[src/rtl/neu_pkg.sv]
// Shared types and constants for the node-array sequencer.
package neu_pkg;

    // Controller sequencing states
    typedef enum logic [2:0] {
        ST_IDLE  = 3'd0,
        ST_LOAD  = 3'd1,
        ST_RESET = 3'd2,
        ST_CLEAR = 3'd3,
        ST_RUN   = 3'd4,
        ST_DONE  = 3'd5
    } state_e;

    // Weight value marking a node that cannot be traversed
    localparam logic [3:0] WEIGHT_INACCESSIBLE = 4'hF;

    // Cost increments for orthogonal and diagonal moves
    localparam logic [1:0] PERP = 2'b10;
    localparam logic [1:0] DIAG = 2'b11;

    // Back-pointer direction as stored in each node
    typedef enum logic [2:0] {
        DIR_N  = 3'd0,
        DIR_NE = 3'd1,
        DIR_E  = 3'd2,
        DIR_SE = 3'd3,
        DIR_S  = 3'd4,
        DIR_SW = 3'd5,
        DIR_W  = 3'd6,
        DIR_NW = 3'd7
    } dir_e;

    typedef struct packed {
        logic valid;
        dir_e dir;
    } dir_t;

    localparam int COST_SIZE = 12;
    localparam int RUN_CNT_W = 12;

endpackage

[src/rtl/neu_if.sv]
// Host/array-facing signal bundle of the sequencer.
interface neu_if
    import neu_pkg::*;
#(
    parameter int W = 8,
    parameter int H = 8
);
    localparam int N  = W * H;
    localparam int XW = (W > 1) ? $clog2(W) : 1;
    localparam int YW = (H > 1) ? $clog2(H) : 1;

    logic                 start;
    logic [XW-1:0]        src_x;
    logic [YW-1:0]        src_y;
    logic                 ld_valid;
    logic                 ld_ready;
    logic [3:0]           ld_data;
    logic [N-1:0]         mod_vec;
    logic                 arr_rst;
    logic [N-1:0]         arr_clr;
    logic [N-1:0]         arr_ld;
    logic [3:0]           arr_ld_weight;
    logic                 busy;
    logic                 done;
    logic                 timeout;
    logic                 err;
    logic [RUN_CNT_W-1:0] run_cycles;

    // Host / array side
    modport master (
        output start, src_x, src_y, ld_valid, ld_data, mod_vec,
        input  ld_ready, arr_rst, arr_clr, arr_ld, arr_ld_weight,
               busy, done, timeout, err, run_cycles
    );

    // Sequencer side
    modport slave (
        input  start, src_x, src_y, ld_valid, ld_data, mod_vec,
        output ld_ready, arr_rst, arr_clr, arr_ld, arr_ld_weight,
               busy, done, timeout, err, run_cycles
    );

endinterface

[src/rtl/neu_conv_det.sv]
// Convergence detector: registered OR of the array change flags and a
// counter of consecutive change-free RUN cycles.
module neu_conv_det
    import neu_pkg::*;
#(
    parameter int N            = 64,
    parameter int QUIET_CYCLES = 8
) (
    input  logic         clk,
    input  logic         rst,
    input  logic         clr_i,
    input  logic         en_i,
    input  logic [N-1:0] mod_vec_i,
    output logic         converged_o
);
    localparam int QW = $clog2(QUIET_CYCLES + 1);
    localparam logic [QW-1:0] QUIET_C = QW'(QUIET_CYCLES);

    logic          any_mod_q, any_mod_d;
    logic [QW-1:0] quiet_q, quiet_d;

    // Next-state of the change flag and quiet counter
    always_comb begin
        any_mod_d = |mod_vec_i;
        quiet_d   = quiet_q;
        if (clr_i) begin
            any_mod_d = 1'b0;
            quiet_d   = '0;
        end else if (en_i) begin
            if (any_mod_q) begin
                quiet_d = '0;
            end else if (quiet_q != QUIET_C) begin
                quiet_d = quiet_q + 1'b1;
            end
        end
    end

    // Converged in the cycle the counter reaches the quiet window length
    assign converged_o = en_i && !clr_i && (quiet_d == QUIET_C);

    // Detector state registers
    always_ff @(posedge clk) begin
        if (rst) begin
            any_mod_q <= 1'b0;
            quiet_q   <= '0;
        end else begin
            any_mod_q <= any_mod_d;
            quiet_q   <= quiet_d;
        end
    end

endmodule

[src/rtl/neu_ctrl.sv]
// Sequencer for a W x H relaxation array: weight load, array reset,
// source seed, relaxation run with convergence / timeout detection.
module neu_ctrl
    import neu_pkg::*;
#(
    parameter int W            = 8,
    parameter int H            = 8,
    parameter int QUIET_CYCLES = 8,
    parameter int MAX_RUN      = 4095
) (
    input  logic clk,
    input  logic rst,
    neu_if.slave bus
);
    localparam int N  = W * H;
    localparam int XW = (W > 1) ? $clog2(W) : 1;
    localparam int YW = (H > 1) ? $clog2(H) : 1;
    localparam int IW = (N > 1) ? $clog2(N) : 1;

    localparam logic [XW:0]          W_C       = (XW + 1)'(W);
    localparam logic [YW:0]          H_C       = (YW + 1)'(H);
    localparam logic [IW-1:0]        LAST_IDX  = IW'(N - 1);
    localparam logic [RUN_CNT_W-1:0] MAX_RUN_C = RUN_CNT_W'(MAX_RUN);

    function automatic logic [RUN_CNT_W-1:0] sat_inc(input logic [RUN_CNT_W-1:0] v);
        return (&v) ? v : v + 1'b1;
    endfunction

    state_e               state_q, state_d;
    logic [IW-1:0]        idx_q, idx_d;
    logic [XW-1:0]        sx_q, sx_d;
    logic [YW-1:0]        sy_q, sy_d;
    logic                 pend_q, pend_d;
    logic                 timeout_q, timeout_d;
    logic                 err_q, err_d;
    logic [RUN_CNT_W-1:0] run_q, run_d, run_inc;

    logic                 det_clr, det_en, converged;
    logic                 ld_ready, arr_rst;
    logic [N-1:0]         arr_ld, arr_clr;
    logic [3:0]           ld_w;
    logic [31:0]          clr_idx;

    neu_conv_det #(
        .N            (N),
        .QUIET_CYCLES (QUIET_CYCLES)
    ) u_conv_det (
        .clk         (clk),
        .rst         (rst),
        .clr_i       (det_clr),
        .en_i        (det_en),
        .mod_vec_i   (bus.mod_vec),
        .converged_o (converged)
    );

    // State and job-context registers
    always_ff @(posedge clk) begin
        if (rst) begin
            state_q   <= ST_IDLE;
            idx_q     <= '0;
            sx_q      <= '0;
            sy_q      <= '0;
            pend_q    <= 1'b0;
            timeout_q <= 1'b0;
            err_q     <= 1'b0;
            run_q     <= '0;
        end else begin
            state_q   <= state_d;
            idx_q     <= idx_d;
            sx_q      <= sx_d;
            sy_q      <= sy_d;
            pend_q    <= pend_d;
            timeout_q <= timeout_d;
            err_q     <= err_d;
            run_q     <= run_d;
        end
    end

    // Next-state logic and array strobes
    always_comb begin
        state_d   = state_q;
        idx_d     = idx_q;
        sx_d      = sx_q;
        sy_d      = sy_q;
        pend_d    = pend_q;
        timeout_d = timeout_q;
        err_d     = err_q;
        run_d     = run_q;
        det_clr   = 1'b0;
        det_en    = 1'b0;
        ld_ready  = 1'b0;
        arr_ld    = '0;
        ld_w      = '0;
        arr_clr   = '0;
        arr_rst   = rst;
        run_inc   = sat_inc(run_q);
        clr_idx   = 32'(sy_q) * 32'(W) + 32'(sx_q);

        case (state_q)
            ST_IDLE, ST_DONE: begin
                if (pend_q) begin
                    // Bad source: one done-low cycle, then report the error
                    pend_d  = 1'b0;
                    err_d   = 1'b1;
                    state_d = ST_DONE;
                end else if (bus.start) begin
                    sx_d      = bus.src_x;
                    sy_d      = bus.src_y;
                    timeout_d = 1'b0;
                    err_d     = 1'b0;
                    run_d     = '0;
                    if ({1'b0, bus.src_x} >= W_C || {1'b0, bus.src_y} >= H_C) begin
                        pend_d  = 1'b1;
                        state_d = ST_IDLE;
                    end else begin
                        idx_d   = '0;
                        state_d = ST_LOAD;
                    end
                end
            end
            ST_LOAD: begin
                ld_ready = 1'b1;
                if (bus.ld_valid) begin
                    arr_ld = N'(1) << idx_q;
                    ld_w   = bus.ld_data;
                    if (idx_q == LAST_IDX) begin
                        state_d = ST_RESET;
                    end else begin
                        idx_d = idx_q + 1'b1;
                    end
                end
            end
            ST_RESET: begin
                // After load so every node's sweep phase restarts together
                arr_rst = 1'b1;
                state_d = ST_CLEAR;
            end
            ST_CLEAR: begin
                arr_clr = N'(1) << clr_idx;
                det_clr = 1'b1;
                run_d   = '0;
                state_d = ST_RUN;
            end
            ST_RUN: begin
                det_en = 1'b1;
                run_d  = run_inc;
                if (converged) begin
                    state_d = ST_DONE;
                end else if (run_inc == MAX_RUN_C) begin
                    timeout_d = 1'b1;
                    state_d   = ST_DONE;
                end
            end
            default: begin
                state_d = ST_IDLE;
            end
        endcase
    end

    assign bus.ld_ready      = ld_ready;
    assign bus.arr_rst       = arr_rst;
    assign bus.arr_clr       = arr_clr;
    assign bus.arr_ld        = arr_ld;
    assign bus.arr_ld_weight = ld_w;
    assign bus.busy          = !(state_q == ST_IDLE || state_q == ST_DONE);
    assign bus.done          = (state_q == ST_DONE);
    assign bus.timeout       = timeout_q;
    assign bus.err           = err_q;
    assign bus.run_cycles    = run_q;

endmodule
[src/flat_wrapper.sv]
// flat-port wrapper written by rule: the top's interface ports become plain ports
module neu_ctrl_flat import neu_pkg::*;
#(
    parameter int W            = 8,
    parameter int H            = 8,
    parameter int QUIET_CYCLES = 8,
    parameter int MAX_RUN      = 4095
)
  (clk, rst, bus_start, bus_src_x, bus_src_y, bus_ld_valid, bus_ld_data, bus_mod_vec, bus_ld_ready, bus_arr_rst, bus_arr_clr, bus_arr_ld, bus_arr_ld_weight, bus_busy, bus_done, bus_timeout, bus_err, bus_run_cycles);
  neu_if #(.W(W), .H(H)) bus_i ();
  input  logic clk;
  input  logic rst;
  input wire logic [$bits(bus_i.start)-1:0] bus_start;
  input wire logic [$bits(bus_i.src_x)-1:0] bus_src_x;
  input wire logic [$bits(bus_i.src_y)-1:0] bus_src_y;
  input wire logic [$bits(bus_i.ld_valid)-1:0] bus_ld_valid;
  input wire logic [$bits(bus_i.ld_data)-1:0] bus_ld_data;
  input wire logic [$bits(bus_i.mod_vec)-1:0] bus_mod_vec;
  output wire logic [$bits(bus_i.ld_ready)-1:0] bus_ld_ready;
  output wire logic [$bits(bus_i.arr_rst)-1:0] bus_arr_rst;
  output wire logic [$bits(bus_i.arr_clr)-1:0] bus_arr_clr;
  output wire logic [$bits(bus_i.arr_ld)-1:0] bus_arr_ld;
  output wire logic [$bits(bus_i.arr_ld_weight)-1:0] bus_arr_ld_weight;
  output wire logic [$bits(bus_i.busy)-1:0] bus_busy;
  output wire logic [$bits(bus_i.done)-1:0] bus_done;
  output wire logic [$bits(bus_i.timeout)-1:0] bus_timeout;
  output wire logic [$bits(bus_i.err)-1:0] bus_err;
  output wire logic [$bits(bus_i.run_cycles)-1:0] bus_run_cycles;
  assign bus_i.start = bus_start;
  assign bus_i.src_x = bus_src_x;
  assign bus_i.src_y = bus_src_y;
  assign bus_i.ld_valid = bus_ld_valid;
  assign bus_i.ld_data = bus_ld_data;
  assign bus_i.mod_vec = bus_mod_vec;
  assign bus_ld_ready = bus_i.ld_ready;
  assign bus_arr_rst = bus_i.arr_rst;
  assign bus_arr_clr = bus_i.arr_clr;
  assign bus_arr_ld = bus_i.arr_ld;
  assign bus_arr_ld_weight = bus_i.arr_ld_weight;
  assign bus_busy = bus_i.busy;
  assign bus_done = bus_i.done;
  assign bus_timeout = bus_i.timeout;
  assign bus_err = bus_i.err;
  assign bus_run_cycles = bus_i.run_cycles;
  neu_ctrl #(.W(W), .H(H), .QUIET_CYCLES(QUIET_CYCLES), .MAX_RUN(MAX_RUN)) u_core (.clk(clk), .rst(rst), .bus(bus_i));
endmodule
[config.mk]
export PLATFORM = sky130hd
export DESIGN_NAME = neu_ctrl_flat
export DESIGN_NICKNAME = d
export VERILOG_FILES = /design/src/rtl/neu_pkg.sv /design/src/rtl/neu_if.sv /design/src/rtl/neu_conv_det.sv /design/src/rtl/neu_ctrl.sv /design/src/flat_wrapper.sv
export SDC_FILE = /design/constraint.sdc
export NUM_CORES = 1
export LEC_CHECK = 0
export BUFFER_PORTS_ARGS = -buffer_cell sky130_fd_sc_hd__buf_4
export CORE_AREA = 2 2 88 90
export CTS_CLUSTER_DIAMETER = 30
export CTS_CLUSTER_SIZE = 30
export DETAILED_ROUTE_END_ITERATION = 10
export DIE_AREA = 0 0 90 92
export HOLD_SLACK_MARGIN = 0.15
export PLACE_DENSITY = 0.81
export SLEW_MARGIN = 20
export SYNTH_ARGS = -nofsm -noshare
export SYNTH_HDL_FRONTEND = slang
export SYNTH_SLANG_ARGS = --single-unit
[constraint.sdc]
create_clock -name clk -period 2.7 [get_ports clk]
set_clock_uncertainty 0.15 [all_clocks]
set_input_delay 0 -clock clk [delete_from_list [all_inputs] [get_ports clk]]
set_output_delay 0 -clock clk [all_outputs]
set_load 0.05 [all_outputs]
* After elaboration in Yosys (flattened, before gate mapping) *
Index checks and enable logic that the tools add are counted.
W data, S select, Z words.

operators by class
  $add $sub $neg = 4
  multiply operators = 0
  divide/modulo/power cells = 0
  $lt $le $gt $ge = 0
  eq/ne operators = 16
  shifts and indexed selects = 2
  muxes and demuxes = 30
  bitwise operators = 0
  reduce and logical (&&, ||, !) cells = 18

operator list
  operator                 number
  $mux W64                 3
  $reduce_or A64 Y1        1
  $shl A1 B32 Y64 const A  1
  $shl A1 B6 Y64 const A   1
  $pmux W12 S3             1
  $mux W12                 2
  $mux W4                  6
  $mux W6                  3
  $mux W3                  5
  $pmux W3 S5              1
  $add A12 B1 Y12 const B  1
  $eq A12 B12 Y1 const B   1
  $pmux W6 S2              1
  $reduce_and A12 Y1       1
  $reduce_and A4 Y1        3
  $ne A2 B2 Y1 const B     4
  $add A6 B3 Y7            1
  $mux W1                  7
  $add A6 B1 Y6 const B    1
  $eq A3 B2 Y1 const B     2
  $eq A3 B3 Y1 const B     2
  $eq A6 B6 Y1 const B     1
  $add A4 B1 Y4 const B    1
  $eq A4 B4 Y1 const B     1
  other kinds (13)         19

word-level totals
  register bits after elaboration = 34
  bits in latches = 0
  RAM bits = 0
  ROM bits = 0
  input bits = 78
  output and inout bits = 150
  memories = 0

* Logic depth before layout (Yosys ltp) *
  word-level depth = 9
  mapped depth = 10
  depth with buffers taken out = 8

* Hierarchy *
From an unflattened synthesis, not the netlist that was laid out.

second synthesis, totals
  cells, all modules = 442
  area, all modules = 2787.7 um2

modules (own cells, without submodules)
  module        instances  cells an instance  area an instance (um2)  sequential area each (um2)
  neu_ctrl      1          389                2368.5                  560.5
  neu_conv_det  1          53                 419.2                   100.1

* Worst setup path before layout *
Ideal clock, no wire load.

  kind = register to register
  start point = reg u_core.run_q[0], in the netlist u_core.bus.run_cycles[0]
  end point = reg u_core.timeout_q, in the netlist u_core.bus.timeout
  setup time = 0.092 ns
  data arrival time = 2.600 ns
  required time = 2.458 ns
  path slack = -0.142 ns
  cell stages (with the launch flop) = 8
  path buffers = 0
  path through = dfxtp_1 -> ha_1 -> nand3_4 -> or4_4 -> a21boi_2 -> nand2_1 -> or4_1 -> o32ai_1

on the way
  longest elaborated chain between the ends = 5
  elaborated cells between the ends (all ways) = 6

ends and longest elaborated chain
  element                                                       line             source
  from (decl)                                                   neu_ctrl.sv:36   logic [RUN_CNT_W-1:0] run_q, run_d, run_inc;
  from (signal assigned)                                        neu_ctrl.sv:75   run_q <= run_d;
  $add A12 B1 Y12 / $reduce_and A12 Y1 (equally long branches)  neu_ctrl.sv:26   return (&v) ? v : v + 1'b1;
  $mux W12 (*)                                                  neu_ctrl.sv:26
  $eq A12 B12 Y1 (*)                                            neu_ctrl.sv:149  end else if (run_inc == MAX_RUN_C) begin
  $ne A2 B1 Y1 (no source line) (*)                             n/a
  $reduce_and A4 Y1 (no source line) (*)                        n/a
  to (signal assigned)                                          neu_ctrl.sv:73   timeout_q <= timeout_d;
  to (decl)                                                     neu_ctrl.sv:34   logic timeout_q, timeout_d;

Mark *: on every way between the ends. The rest lies on a longest branch, timed or not.
A chain may end at the register's enable or synchronous reset.

* Worst setup path after layout *
Ends and elaborated chain as after synthesis.

==> results.toml <==
[die]
core_area_sq_um = 7447
die_h_um = 92
num_rows = 32
die_area_sq_um = 8280
ios = 228
chipWidth_um = 90
start_util = 0.3869

[pwr]
p_per_area_nw_per_um2 = 227.4
ir_worst_vdd_uv = 177.7
power_w = 0.001146
leakage_nw = 2.200

[yosys]
synth_cell_type_count = 53
yosysSeqAreaShare = 0.2293
synth_enable_flop_cells = 0
synth_warnings = 0
synth_top_area_share = 0.2293
netlist_instances = 460
syn-num-nets = 547
yosysTopAreaCell = "dfxtp_1"
synth.avg_cell_area_sq_um = 6.264
synth_seq_cells = 33
synth_top_cells_by_area = "dfxtp_1 (23%), nor2_1 (22%), nand2_1 (5.2%)"
ys.flop_type = "dfxtp_1"
async_flop_share = 0
synth_area_sq_um = 2882

[timing]
finalSetupTns_ps = 0
fin_crit_sh = 0.9356
setup_viol_count_final = 0
slew_viol_final = 0
slew-limit-headroom = 0.5629
finalHoldViolCount = 0
fin_crit_ps = 2526
tightest_slew_ps = 650.8
max_freq_mhz = 395.9
rsz0062_at_grt = "no"

[clocking]
post_cts_buffers = 0
cts_tree = "done"
cts.clk_slew.worst_paths_ps = 70
clkSinkCount = 33
clock_latency_ps = 290
cts_buffers = 5
cts-root-buf = "clkbuf_8"
clock_path_buffers = 2
htreeDepth = 2

[detailed_routing]
drt-total-wl_um = 11600
vias_per_cell = 5.158
antenna_left = 0
post-route-drc-count = 0
drt_iter0_drc = 212
drt_first_pass_iters = 4
wire_per_inst_um = 14.33
vias = 4173

[cells_and_area]
drive_above_1_share = 0.3593
fin_nets = 794
layout_commonest_cell = "buf_4"
final_cells = 809
diodes = 0
layout_common_cells = "buf_4 (232), nor2_1 (166), nand2_1 (40)"
syn_to_final_growth_pct = 74.86

[worst_setup_path]
r2r_setup_slack_ps = 170
critPathLaunchType = "register"
crit_fanout = 9
r2r-end = "u_core.bus.timeout$_SDFFE_PP0P_"
rr_startpoint = "u_core.bus.run_cycles[0]$_SDFFE_PP0P_"
cp.required_ps = 2740
worst_setup_path_end_kind = "register"
crit_type = "register to register"
cp.arrival_ps = 2570
worst-r2r-cell-count = 7

[grt]
track_usage = 0.2614
grt_pass1_wl_um = 18170
grt_max_degree = 32
grt_pass1_vias = 3935
overflow = 0
antenna_found_initial = 0

[place]
io_buffers = 226
dp_cells = 774
globalplace.congestion = 0.8983
dpl.hpwl_um = 8899

[status]
status = "finished clean"

[run]
maxCapViolations = 0

[hold_path]
min_path_type = "input port to output port"
worstHoldEndpoint = "bus_arr_ld_weight[1]"
worstHoldStart = "bus_ld_data[1]"
min_delay_path_depth = 3
## cell usage after synthesis, drive strengths merged (4+ instances only)
master and n:
nor2 166, nand2 40, dfxtp 33, nand3 23, nor4 23, a21oi 16, inv 15, nor3 13
o21ai 13, clkbuf 11, nor2b 11, buf 9, ha 9, nand4 8, or3 7, and2 6
mux2i 6, xnor2 5, a211oi 4, a31oi 4, o21a 4, xor2 4
## cell families after synthesis
group	count (synthesis)	share of synthesized area
compound gates	57	0.1272
xor+xnor	9	0.02735
fa+ha+maj	10	0.04255
buf+inv	35	0.05471
flops	33	0.2293
mux	6	0.02084
other cells	1	0.001301
simple gates	309	0.4968
## state kept, by name, indices dropped and copies added, names as in the netlist
signal,flops
u_core.bus.run_cycles,12
u_core.idx_q,6
u_core.sx_q,3
u_core.u_conv_det.any_mod_q,1
u_core.bus.timeout,1
u_core.u_conv_det.quiet_q,4
u_core.state_q,3
u_core.sy_q,3
## worst max-delay path by stage
| stage | from | to | slack [ps] | depth (start not counted) |
|---|---|---|---|---|
| finish | u_core.bus.run_cycles[0]$_SDFFE_PP0P_ | u_core.bus.timeout$_SDFFE_PP0P_ | 170 | 7 |
| global route | u_core.bus.run_cycles[0]$_SDFFE_PP0P_ | u_core.bus.timeout$_SDFFE_PP0P_ | 40 | 7 |
| CTS | u_core.bus.run_cycles[0]$_SDFFE_PP0P_ | u_core.bus.timeout$_SDFFE_PP0P_ | 90 | 7 |
| detailed placement | u_core.bus.run_cycles[0]$_SDFFE_PP0P_ | u_core.bus.timeout$_SDFFE_PP0P_ | 100 | 7 |
| global placement | u_core.bus.run_cycles[0]$_SDFFE_PP0P_ | u_core.bus.timeout$_SDFFE_PP0P_ | 200 | 7 |
| floorplan | u_core.bus.run_cycles[0]$_SDFFE_PP0P_ | u_core.bus.timeout$_SDFFE_PP0P_ | 80 | 7 |
## metal layers
layer,global-route usage,vias up,share of wire
li1,-,2063,-
met1,0.2833,1874,0.37
met2,0.4969,216,0.52
met3,0.06081,20,0.084
met4,0.08974,0,0.026
met5,0,-,0
## repair_timing
action                     CTS  global route
resized for setup            1             3
pin swaps                    0             0
hold buffers                28             0
hold endpoints to repair    29             0
setup endpoints to repair    5             9
## metrics by stage
step	utilization	cell area (sq um)	hold slack, ps	setup slack (ps)
after floorplan	-	2884	-2.782	81.28
after global placement	0.6247	4652	83.21	200.0
after detailed placement	0.6247	4652	93.52	101.8
after CTS	0.6742	5021	215.2	85.77
after global routing	0.6766	5039	238.0	37.29
final	0.6766	5039	215.0	173.8
## area by class of cell
class	instances	area (sq um)
tap	102	127.6
fill	636	2409
multi-input combinational	392	2083
sequential	33	663.1
clock buffer	7	86.33
timing repair buffer	260	2022
inverter	15	56.30
## worst max-delay path, stage by stage (launching register included)
cell	delay, ps
dfxtp_2	420
ha_4	200
nand3_4	130
or4_4	550
a21boi_2	160
nand2_1	80
or4_1	500
o32ai_1	250
## where the power goes
group          switching [W]  leakage, nW  internal [W]
Combinational       0.000126         1.89      0.000133
Clock               0.000172       0.0443      0.000202
Sequential         0.0000164        0.269      0.000496
Power figures use the tool's default switching activity.
